--- src/rtl/btn_conditioner.sv ---
// Button conditioner for a five-key front panel (menu, three speed keys, clean).
// Each key is synchronized, debounced with a stable-cycle counter, and turned
// into a single-cycle press pulse. Speed presses are kept one-hot; a same-edge
// double speed press is discarded. All outputs come straight from flops.

// One debounce channel: 2-flop synchronizer, debounced level and its counter.
module btn_debounce_ch #(
    parameter int DEBOUNCE_CYCLES = 2000000,
    parameter int CNT_W           = 21
) (
    input  logic clk,
    input  logic reset,
    input  logic raw,
    output logic level,
    output logic rise
);

    // Terminal count: the DEBOUNCE_CYCLES-th consecutive mismatching cycle.
    localparam logic [CNT_W-1:0] CNT_MAX = CNT_W'(DEBOUNCE_CYCLES - 1);
    localparam logic [CNT_W-1:0] CNT_ONE = CNT_W'(1);

    logic             sync_p0;
    logic             sync_p1;
    logic             deb;
    logic             deb_nxt;
    logic [CNT_W-1:0] cnt;
    logic [CNT_W-1:0] cnt_nxt;

    // Two-flop synchronizer; only sync_p1 is allowed into the debounce logic.
    always_ff @(posedge clk or negedge reset) begin
        if (!reset) begin
            sync_p0 <= 1'b0;
            sync_p1 <= 1'b0;
        end else begin
            sync_p0 <= raw;
            sync_p1 <= sync_p0;
        end
    end

    // Count consecutive cycles where the synchronized input disagrees with the
    // debounced level; any agreeing cycle restarts the count, so glitches
    // shorter than the window never reach deb.
    always_comb begin
        deb_nxt = deb;
        cnt_nxt = '0;
        if (sync_p1 != deb) begin
            if (cnt == CNT_MAX) begin
                deb_nxt = sync_p1;
                cnt_nxt = '0;
            end else begin
                cnt_nxt = cnt + CNT_ONE;
            end
        end
    end

    // Debounced level and counter state.
    always_ff @(posedge clk or negedge reset) begin
        if (!reset) begin
            deb <= 1'b0;
            cnt <= '0;
        end else begin
            deb <= deb_nxt;
            cnt <= cnt_nxt;
        end
    end

    assign level = deb;
    // High on the edge where deb is about to go 0->1; releases give nothing.
    assign rise  = deb_nxt & ~deb;

endmodule

// Top level: five identical channels plus pulse registers.
module btn_conditioner #(
    parameter int DEBOUNCE_CYCLES = 2000000,
    parameter int CNT_W           = 21
) (
    input  logic       clk,
    input  logic       reset,
    input  logic       menu_raw,
    input  logic [2:0] speed_raw,
    input  logic       clean_raw,
    output logic       menu_btn,
    output logic [2:0] speed_btn,
    output logic       clean_btn,
    output logic [4:0] btn_level
);

    // Channel order matches btn_level: {clean, speed[2:0], menu}.
    logic [4:0] raw_vec;
    logic [4:0] level_vec;
    logic [4:0] rise_vec;
    logic       speed_multi;

    assign raw_vec = {clean_raw, speed_raw, menu_raw};

    for (genvar g = 0; g < 5; g++) begin : g_ch
        btn_debounce_ch #(
            .DEBOUNCE_CYCLES (DEBOUNCE_CYCLES),
            .CNT_W           (CNT_W)
        ) u_ch (
            .clk   (clk),
            .reset (reset),
            .raw   (raw_vec[g]),
            .level (level_vec[g]),
            .rise  (rise_vec[g])
        );
    end

    // Two or more speed keys accepted on the same edge is ambiguous.
    assign speed_multi = (rise_vec[1] & rise_vec[2]) |
                         (rise_vec[1] & rise_vec[3]) |
                         (rise_vec[2] & rise_vec[3]);

    // Register the press pulses so each is high for exactly the following cycle.
    always_ff @(posedge clk or negedge reset) begin
        if (!reset) begin
            menu_btn  <= 1'b0;
            speed_btn <= 3'b000;
            clean_btn <= 1'b0;
        end else begin
            menu_btn  <= rise_vec[0];
            speed_btn <= speed_multi ? 3'b000 : rise_vec[3:1];
            clean_btn <= rise_vec[4];
        end
    end

    assign btn_level = level_vec;

endmodule

--- config.mk ---
export PLATFORM = sky130hd
export DESIGN_NAME = btn_conditioner
export DESIGN_NICKNAME = d
export VERILOG_FILES = /design/src/rtl/btn_conditioner.sv
export SDC_FILE = /design/constraint.sdc
export NUM_CORES = 1
export LEC_CHECK = 0
export ABC_CLOCK_PERIOD_IN_PS = 1900
export BUFFER_PORTS_ARGS = -buffer_cell sky130_fd_sc_hd__buf_2
export CAP_MARGIN = 10
export CORE_ASPECT_RATIO = 1.1
export CORE_MARGIN = 2
export CORE_UTILIZATION = 56
export CTS_CLUSTER_DIAMETER = 50
export DETAILED_ROUTE_END_ITERATION = 16
export PLACE_DENSITY = 0.76
export SYNTH_ARGS = -nofsm -noshare
export SYNTH_HDL_FRONTEND = slang
export SYNTH_HIERARCHICAL = 1
export SYNTH_SLANG_ARGS = --single-unit
export TNS_END_PERCENT = 100
--- constraint.sdc ---
create_clock -name clk -period 1.9 [get_ports clk]
set_clock_uncertainty 0.15 [all_clocks]
set_input_delay 0.285 -clock clk [delete_from_list [all_inputs] [get_ports clk]]
set_output_delay 0.285 -clock clk [all_outputs]
set_load 0.05 [all_outputs]
==> results of run 1 <==
## timing repair
item                                    in CTS  in global routing
hold buffers                                 6                  0
pin swaps                                    1                  7
endpoints found under the setup margin       5                 64
buffers inserted                             1                  6
hold endpoints to repair                    37                  0
resized for setup                            6                 32
## routing by layer
| metal | vias up | part of all wire [%] |
|---|---|---|
| li1 | 2273 | - |
| met1 | 2309 | 41 |
| met2 | 99 | 53 |
| met3 | 31 | 3.6 |
| met4 | 0 | 2.1 |
| met5 | - | 0 |
## metrics by stage
| stage | hold slack [ps] | worst slack [ps] |
|---|---|---|
| after CTS | 198 | 1.00 |
| after global placement | 125 | 16.7 |
| after global routing | 200 | -102 |
| after detailed placement | 142 | -51.8 |
| after floorplan | -161 | 32.4 |
| final | 197 | 40.7 |
## cell families after synthesis
kind of cell               Yosys count  share of synthesized area [%]
buffers and inverters               30                           2.96
DFF                                125                           51.1
xor gates and xnor gates            60                           8.58
and+or+nand+nor                    268                           27.3
AOI/OAI and AO/OA                   85                           8.07
adders and majority gates            5                           1.02
muxes                                5                          0.920
## final timing paths
path	endpoint	slack [ps]	cells past startpoint
max	speed_btn[2]	40	5
min reg2reg	g_ch[1].u_ch/sync_p1	200	0
max in group asynchronous	g_ch[0].u_ch/cnt[15]	780	3
min in group asynchronous	g_ch[2].u_ch/cnt[10]	230	2
max reg2reg	speed_btn[2]	40	5
min	g_ch[1].u_ch/sync_p1	200	0
## registers in the layout (all words and copies together), names as in the netlist
register	count
menu_btn	1
g_ch.u_ch/sync_p1	5
clean_btn	1
g_ch.u_ch/cnt	105
g_ch.u_ch/level	5
speed_btn	3
g_ch.u_ch/sync_p0	5
## where the power goes
part           switching (mW)  internal, mW
clock                    1.12          1.85
sequential             0.0390          2.70
combinational           0.123        0.0855
total                    1.28          4.64
## placed cells by master, fill, tap and decap left out, drive strengths merged, types with 15 or more instances in the layout
cell    netlist  layout
and4         20      20
nand3        40      40
buf          20      71
o31ai        20      20
xnor2        15      15
or4          20      20
nand4        30      30
nand2        30      30
a21oi        40      40
and2         15      15
o21ai        20      20
or3          20      20
clkbuf        0      21
dfrtp       125     125
xor2         45      45
nor2         70      70
## cells in the mapped netlist, drive strengths merged
master | number | area, µm²
a21oi | 40 | 200
a31o | 5 | 43.8
and2 | 15 | 93.8
and4 | 20 | 194
and4b | 5 | 50.1
buf | 20 | 144
dfrtp | 125 | 3130
ha | 5 | 62.6
inv | 10 | 37.5
mux2 | 5 | 56.3
nand2 | 30 | 113
nand3 | 40 | 200
nand4 | 30 | 338
nor2 | 70 | 263
nor3b | 8 | 60.1
nor4b | 10 | 87.6
o21ai | 20 | 100
o31ai | 20 | 150
or3 | 20 | 125
or4 | 20 | 150
xnor2 | 15 | 131
xor2 | 45 | 394
## cell type report
type | instances | area share (%)
flip-flops and latches | 125 | 41.7
clock buffers | 21 | 6.13
inverters | 10 | 0.500
well taps | 147 | 2.45
multi-input cells | 423 | 40.0
repair buffers | 77 | 8.05
clock inverters | 11 | 1.25
==> flow_summary.yaml, run 1 <==
setup_path:
  cp.arrival_ps: 2030
  start_kind: "register"
  path_common_cell: "nor3b_2"
  cp_num_buf_inv: 0
  r2r_start: "g_ch[3].u_ch/cnt[12]"
  cp_cell_sequence: "nor4b_2 > and4b_1 > nand3_1 > nor3b_2 > nor3b_2"
  slowest_delay_ps: 450
  crit_family: "simple AND/OR/NAND/NOR gates"
  crit_path_end_kind: "register"
  worstPathRequired_ps: 2070
  worstSetupPathType: "register to register"
  crit_path_start: "g_ch[3].u_ch/cnt[12]"
  crit_fanout: 6
  crit_path_top_delay_cell: "dfrtp_1"
final_layout:
  final_util_pct: 69.4
  nets: 666
  multi_input_area_um2: 3000
  areaGrowthSynthToFinish_pct: 22.6
  regArea_um2: 3130
  drive_above_1_share_pct: 24.6
  final_area_um2: 7510
  nFillCells: 793
  final_cells: 814
  diodes: 0
hold_path:
  hold_path_class: "register to register"
  hold_path_startpoint: "g_ch[1].u_ch/sync_p0"
grt:
  busiest_layer: "met2"
  met1_usage_pct: 26.8
  grt_pass1_vias: 4782
  grt_overflow: 0
  grt_max_degree: 41
  grt_pass1_wl_mm: 21.8
  grt.total_usage_pct: 22.7
  use_met2_pct: 39.8
  antenna_found_initial: 0
  grtUsageMet3_pct: 5.49
timing:
  finalCritPeriodShare_pct: 97.9
  worst_pin_slew_ps: 498
  drv_slew: 0
  slew_headroom_pct: 66.8
  setup_viol: 0
  period_needed_ps: 1860
  rsz0062_at_grt: "true"
  fin_tns_setup_ps: 0
  fmax_mhz: 538
  finalHoldViolations: 0
power_and_ir_drop:
  cellPowerDensity_nw_per_um2: 788
  finalPower_mw: 5.92
  p_leak_nw: 3.27
  peakVddDrop_uv: 486
logic_synthesis:
  yosysUniqueCellTypes: 27
  synth-warning-count: 6
  syn_inst: 578
  netlist_area_um2: 6120
  syn_nets: 590
  syn_avg_cell_area_um2: 10.6
  ys_ff_latch: 125
  yosysSeqAreaShare_pct: 51.1
cts:
  htreeDepth: 4
  cts-root-buf: "clkbuf_16"
  clk_latency_ps: 410
  numCtsBuffers: 17
  cts_buffer_depth: 2
  clk_pin_slew_ps: 50
  cts_sinks: 125
  cts_tree: "yes"
status:
  status: "completed"
placement:
  post_dp_cell_area_um2: 6660
  place.gp.congestion: 0.827
  portBuffers: 16
  dp_hpwl_mm: 8.24
  place_inst: 769
drt:
  drcViolationCount: 0
  vias: 4712
  totalWireLength_mm: 12.9
  routedWlPerCell_um: 15.9
  drtIter0Drc: 215
  vias_per_cell: 5.79
  drt-pass1-iter-count: 4
  antenna_left: 0
die:
  fp.coreArea_um2: 10800
  die-area_um2: 11800
  die_w_um: 104
  die_y_um: 114
  rows: 40
  ioPinCount: 17
  initial_core_util_pct: 56.6
run:
  maxCapViolCount: 0
(Power assumes the default switching activity.)
==> run 2: changes to the inputs <==
--- a/config.mk
+++ b/config.mk
@@ -5,7 +5,7 @@
 export SDC_FILE = /design/constraint.sdc
 export NUM_CORES = 1
 export LEC_CHECK = 0
-export ABC_CLOCK_PERIOD_IN_PS = 1900
+export ABC_CLOCK_PERIOD_IN_PS = 1700
 export BUFFER_PORTS_ARGS = -buffer_cell sky130_fd_sc_hd__buf_2
 export CAP_MARGIN = 10
 export CORE_ASPECT_RATIO = 1.1
==> constraint.sdc (replaced) <==
create_clock -name clk -period 1.7 [get_ports clk]
set_clock_uncertainty 0.15 [all_clocks]
set_input_delay 0.255 -clock clk [delete_from_list [all_inputs] [get_ports clk]]
set_output_delay 0.255 -clock clk [all_outputs]
set_load 0.05 [all_outputs]
==> run 2 against run 1 <==
  * Sequential cell count unchanged
  * Count of clock-buffer cells in the layout unchanged
  * Largest power group unchanged
  * Fmax decreased by 6.9%
  * Final cell count increased by 17%
  * Critical endpoint unchanged
  * The flow now finishes with violations (setup timing)
==> flow_summary.yaml, run 2 (synthesized netlist as in run 1, its figures left out) <==
status:
  status: "finished, violations left"
  violations: "setup timing"
setup_path:
  worstPathRequired_ps: 1870
  cp.arrival_ps: 2160
  reg2reg_depth: 6
  worstSetupPathType: "register to register"
  crit_path_start: "g_ch[1].u_ch/cnt[18]"
  endpoint: "speed_btn[2]"
  crit_path_top_delay_cell: "dfrtp_1"
  cp_cell_sequence: "nand3_2 > nor4b_4 > nand3_4 > nor3b_4 > buf_4 > nor3b_2"
  r2r-end: "speed_btn[2]"
  slowest_delay_ps: 490
  crit_path_end_kind: "register"
  r2r_start: "g_ch[1].u_ch/cnt[18]"
  crit_fanout: 3
  start_kind: "register"
  r2r_slack_ps: -300
drt:
  vias_per_cell: 6.77
  routedWlPerCell_um: 25.9
  totalWireLength_mm: 24.6
  antenna_left: 0
  drt-pass1-iter-count: 7
  drtIter0Drc: 756
  drcViolationCount: 0
  vias: 6429
run:
  maxCapViolCount: 0
final_layout:
  regMostFlops: "g_ch.u_ch/cnt"
  nets: 801
  largest_reg_flops: 105
  final_cell_mix: "161 x buf_4, 122 x dfrtp_1, 64 x nor2_1"
  final_common_cell: "buf_4"
  drive_above_1_share_pct: 50.6
  diodes: 0
  areaGrowthSynthToFinish_pct: 52.2
placement:
  portBuffers: 16
  dp_hpwl_mm: 9.26
  place.gp.congestion: 0.888
cts:
  cts_sinks: 125
  clk_pin_slew_ps: 60
  clk_latency_ps: 430
  numCtsBuffers: 17
  cts_tree: "yes"
  htreeDepth: 4
  cts-root-buf: "clkbuf_16"
  cts_buffer_depth: 2
timing:
  slew_headroom_pct: 50.4
  fmax_mhz: 500
  period_needed_ps: 2000
  setup_viol: 88
  fin_tns_setup_ps: -10360
  drv_slew: 0
  worst_pin_slew_ps: 739
  layout_setup_ws_ps: -298
  rsz0062_at_grt: "true"
  finalCritPeriodShare_pct: 118
  finalHoldViolations: 0
hold_path:
  hold_path_class: "input port to async pin"
grt:
  grt_max_degree: 50
  grt_overflow: 0
  grt.total_usage_pct: 30.6
  antenna_found_initial: 0
  grt_pass1_wl_mm: 28.4
  grt_pass1_vias: 5809
power_and_ir_drop:
  finalPower_mw: 7.37
  cellPowerDensity_nw_per_um2: 791
  p_leak_nw: 4.10
  peakVddDrop_uv: 662
die:
  die-area_um2: 11800
  die_y_um: 114
  die_w_um: 104
  fp.coreArea_um2: 10800
  rows: 40
  ioPinCount: 17
  initial_core_util_pct: 56.6
## run 2: changes by cell type in the layout (fill, tap and decap cells not counted), moves of 12 or more
cell | previous run | this run
a21oi_2 | 3 | 28
buf_6 | 3 | 15
or4_1 | 19 | 4
or4_4 | 1 | 16
buf_4 | 50 | 161
a21oi_1 | 37 | 9
a31o_4 | 1 | 15
## run 2: repair_timing
item	CTS	global route
pin swaps	25	60
gates resized for setup	72	119
hold buffers	6	0
setup endpoints to repair	104	104
buffers inserted	25	34
gates cloned	3	8
endpoints found under the hold margin	130	0
## run 2: how the worst min path moves through the flow
| stage | endpoint | slack [ps] | cells past startpoint |
|---|---|---|---|
| floorplan | clean_btn | -190 | 0 |
| global placement | clean_btn | 30 | 1 |
| detailed placement | clean_btn | 40 | 1 |
| CTS | g_ch[4].u_ch/cnt[13] | 140 | 2 |
| global route | g_ch[4].u_ch/cnt[16] | 150 | 2 |
| finish | g_ch[4].u_ch/cnt[16] | 130 | 2 |
## run 2: routing by layer
metal / vias up / routed length [µm] / part of all wire (%) / GRT usage [%]
met2: 509 / 12100 / 49 / 56.2
li1: 2571 / - / - / -
met3: 198 / 2120 / 8.6 / 7.71
met1: 3151 / 8300 / 34 / 33.3
met5: - / 0 / 0 / 0
met4: 0 / 2050 / 8.3 / 14.8
## run 2: worst max-delay path, delay by kind of cell, from the launching register on
kind | cells | cell delay (ps)
buf+inv | 1 | 180
flops | 1 | 490
simple gates | 5 | 1070
## run 2: power by group
group          internal, mW  total, mW  switching (mW)
Clock                  2.52       3.95            1.42
Sequential             3.02       3.06          0.0375
Combinational         0.154      0.368           0.213
## run 2: cell type report
type | count | area (µm²)
multi-input combinational | 434 | 3750
sequential | 125 | 3130
timing repair buffer | 201 | 1590
fill | 475 | 1490
clock buffer | 21 | 460
tap | 147 | 184
clock inverter | 11 | 165
inverter | 10 | 37.5
## run 2: stage by stage
stage / setup slack (ps) / utilization, % / hold WS (ps) / instances / instance area (µm²)
CTS: -112 / 78.6 / 140 / 908 / 8500
global route: -329 / 86.2 / 148 / 949 / 9320
finish: -298 / 86.2 / 131 / 949 / 9320
global placement: -175 / 67.2 / 32.0 / 842 / 7260
floorplan: -40.4 / - / -191 / 578 / 6260
detailed placement: -174 / 67.2 / 35.9 / 842 / 7260
==> run 3: changes to the inputs <==
--- a/config.mk
+++ b/config.mk
@@ -16,6 +16,5 @@
 export PLACE_DENSITY = 0.76
 export SYNTH_ARGS = -nofsm -noshare
 export SYNTH_HDL_FRONTEND = slang
-export SYNTH_HIERARCHICAL = 1
 export SYNTH_SLANG_ARGS = --single-unit
 export TNS_END_PERCENT = 100
==> run 3 against run 2 <==
  * The flow still finishes with violations (setup timing)
  * Setup slack lost 290 ps
  * Routed wire length fell by 34%
  * Sequential cell count unchanged
  * Die area down 2.0%
  * Register-to-register slack got worse by 290 ps
  * Power shrank 1.3%
==> flow_summary.yaml, run 3 <==
status:
  status: "finished, violations left"
  violations: "setup timing"
power_and_ir_drop:
  cellPowerDensity_nw_per_um2: 859
  finalPower_mw: 7.27
  p_sw_mw: 1.58
  peakVddDrop_uv: 705
  clockPowerShare_pct: 53.4
  seqPwrFrac_pct: 41.9
  p_sw_share_pct: 21.8
  p_leak_nw: 3.72
  intPower_mw: 5.69
  pwr-share-comb_pct: 4.7
grt:
  busiest_layer: "met2"
  grt_max_degree: 40
  antenna_found_initial: 0
  grt_pass1_wl_mm: 24.8
  met1_usage_pct: 32.1
  use_met2_pct: 46.0
  grt_pass1_vias: 5459
  grt.total_usage_pct: 27.5
  grt_overflow: 0
  grtUsageMet3_pct: 6.54
setup_path:
  crit_family: "simple AND/OR/NAND/NOR gates"
  worstPathRequired_ps: 1860
  crit_fanout: 3
  crit_path_end_kind: "register"
  worstSetupPathType: "register to register"
  cp.arrival_ps: 2450
  slowest_delay_ps: 560
  cp_cell_sequence: "or4_1 > or4_4 > or2_4 > mux2_4"
  r2r-end: "g_ch[0].u_ch.level"
  r2r_slack_ps: -590
  cp_num_buf_inv: 0
  start_kind: "register"
  r2r_start: "g_ch[0].u_ch.cnt[12]"
  crit_path_top_delay_cell: "or4_4"
  reg2reg_depth: 4
cts:
  cts-root-buf: "clkbuf_16"
  cts_buffer_depth: 2
  cts_tree: "yes"
  clk_pin_slew_ps: 60
  htreeDepth: 4
  cts_sinks: 125
  numCtsBuffers: 17
  clk_latency_ps: 420
logic_synthesis:
  synth-edff-count: 0
  synth-main-ff-cell: "dfrtp_1"
  synth-warning-count: 0
  synthTopCellsByCount: "125 x dfrtp_1, 69 x nor2_1, 54 x xor2_1"
  yosysTopAreaCellShare_pct: 52.2
  syn_nets: 607
  ys_async_sr_fraction_pct: 100
  syn_avg_cell_area_um2: 10.1
  yosysUniqueCellTypes: 42
  yosysTopAreaCell: "dfrtp_1"
  ys_ff_latch: 125
  syn_inst: 595
  yosysSeqAreaShare_pct: 52.2
  netlist_area_um2: 5990
  yosysMostFrequentCell: "dfrtp_1"
  ys_top_cells_by_area: "dfrtp_1 52%, xor2_1 7.9%, nor2_1 4.3%, nand4_1 3.4%, nand3_1 3.3%"
timing:
  worst_pin_slew_ps: 600
  rsz0062_at_grt: "true"
  fin_tns_setup_ps: -27640
  fmax_mhz: 437
  drv_slew: 0
  finalCritPeriodShare_pct: 135
  finalHoldViolations: 0
  period_needed_ps: 2290
  setup_viol: 90
  layout_setup_ws_ps: -587
  slew_headroom_pct: 59.4
run:
  maxCapViolCount: 0
die:
  die_w_um: 103
  rows: 39
  die-area_um2: 11500
  fp.coreArea_um2: 10400
  die_y_um: 113
  initial_core_util_pct: 57.7
  ioPinCount: 17
final_layout:
  final_common_cell: "buf_4"
  nFillCells: 561
  regMostFlops: "g_ch.u_ch.cnt"
  final_cells: 908
  final_area_um2: 8470
  areaGrowthSynthToFinish_pct: 41.2
  diodes: 0
  final_util_pct: 81.4
  multi_input_area_um2: 3100
  final_cell_mix: "127 x buf_4, 125 x dfrtp_1, 54 x xor2_1"
  drive_above_1_share_pct: 38.0
  nets: 764
  largest_reg_flops: 105
  regArea_um2: 3130
drt:
  vias_per_cell: 5.85
  antenna_left: 0
  drcViolationCount: 0
  totalWireLength_mm: 16.3
  vias: 5315
  drtIter0Drc: 318
  routedWlPerCell_um: 18.0
  drt-pass1-iter-count: 5
placement:
  post_dp_cell_area_um2: 7130
  dp_hpwl_mm: 9.25
  place_inst: 843
  place.gp.congestion: 0.868
  portBuffers: 16
hold_path:
  hold_path_class: "input port to async pin"
==> run 3: changes by cell type after synthesis, sizes merged, moves of 7 or more <==
cell    previous run  this run
xor2              45        54
clkbuf             0        24
o21ai             20        27
buf               20         9
and3               0        12
o31ai             20        11
==> run 3: cell type report <==
type | count | share of cell area (%)
Timing Repair Buffer | 171 | 16.4
Clock buffer | 19 | 5.35
Sequential cell | 125 | 36.9
Multi-Input combinational cell | 430 | 36.6
Inverter | 7 | 0.310
Tap cell | 143 | 2.11
Clock inverter | 13 | 2.22
==> run 3: repair_timing <==
action	in CTS	in global routing
hold endpoints to repair	91	0
resized for setup	44	68
buffers inserted	6	20
hold buffers	6	0
gates cloned	3	0
setup endpoints to repair	90	111
pin swaps	18	31
==> run 3: how the worst max path moves through the flow <==
stage	depth (start not counted)	endpoint	slack, ps	startpoint
2_1_floorplan	4	g_ch[0].u_ch.level	-550	g_ch[0].u_ch.cnt[13]
3_3_place_gp	4	g_ch[0].u_ch.level	-550	g_ch[0].u_ch.cnt[13]
3_5_place_dp	4	g_ch[1].u_ch.level	-560	g_ch[1].u_ch.cnt[14]
4_1_cts	4	g_ch[0].u_ch.level	-550	g_ch[0].u_ch.cnt[16]
5_1_grt	4	speed_btn[0]	-670	g_ch[1].u_ch.cnt[14]
6_report	4	g_ch[0].u_ch.level	-590	g_ch[0].u_ch.cnt[12]
==> run 3: cells by family (layout without fill, tap and decap cells) <==
| group | after synthesis | after routing | synth area share, % |
|---|---|---|---|
| AND/OR/NAND/NOR | 280 | 280 | 26.4 |
| multiplexers | 5 | 5 | 1.00 |
| AO/OA/AOI/OAI | 77 | 77 | 7.24 |
| flip-flops | 125 | 125 | 52.2 |
| adder cells (fa/ha/maj) | 5 | 5 | 1.04 |
| buffers and inverters | 40 | 210 | 2.92 |
| XOR/XNOR | 63 | 63 | 9.20 |
==> run 3: per-layer routing <==
metal / wire (µm) / part of all wire, % / vias to the layer above
met2: 8580 / 53 / 168
li1: - / - / 2453
met4: 668 / 4.1 / 0
met3: 716 / 4.4 / 70
met1: 6360 / 39 / 2624
met5: 0 / 0 / -
==> run 3: per-stage QoR <==
stage / hold slack [ps] / worst slack [ps]
floorplan: -191 / -549
global placement: 72.0 / -551
detailed placement: 76.5 / -556
CTS: 177 / -548
global route: 202 / -672
finish: 170 / -587
==> run 3: power groups by stage <==
| stage | registers, mW | clock network, mW | logic [mW] |
|---|---|---|---|
| after detailed placement | 3.09 | 0 | 0.281 |
| after global placement | 3.09 | 0 | 0.270 |
| after global routing | 3.05 | 4.08 | 0.375 |
| final | 3.05 | 3.88 | 0.339 |
| after floorplan | 3.09 | 0 | 0.118 |
| after CTS | 3.04 | 3.92 | 0.320 |
==> run 3: worst reg2reg max path: cells and delay by family, from the launching register on <==
kind             cells  cell delay [ps]
AND/OR/NAND/NOR      3             1350
flip-flops           1              390
multiplexers         1              300
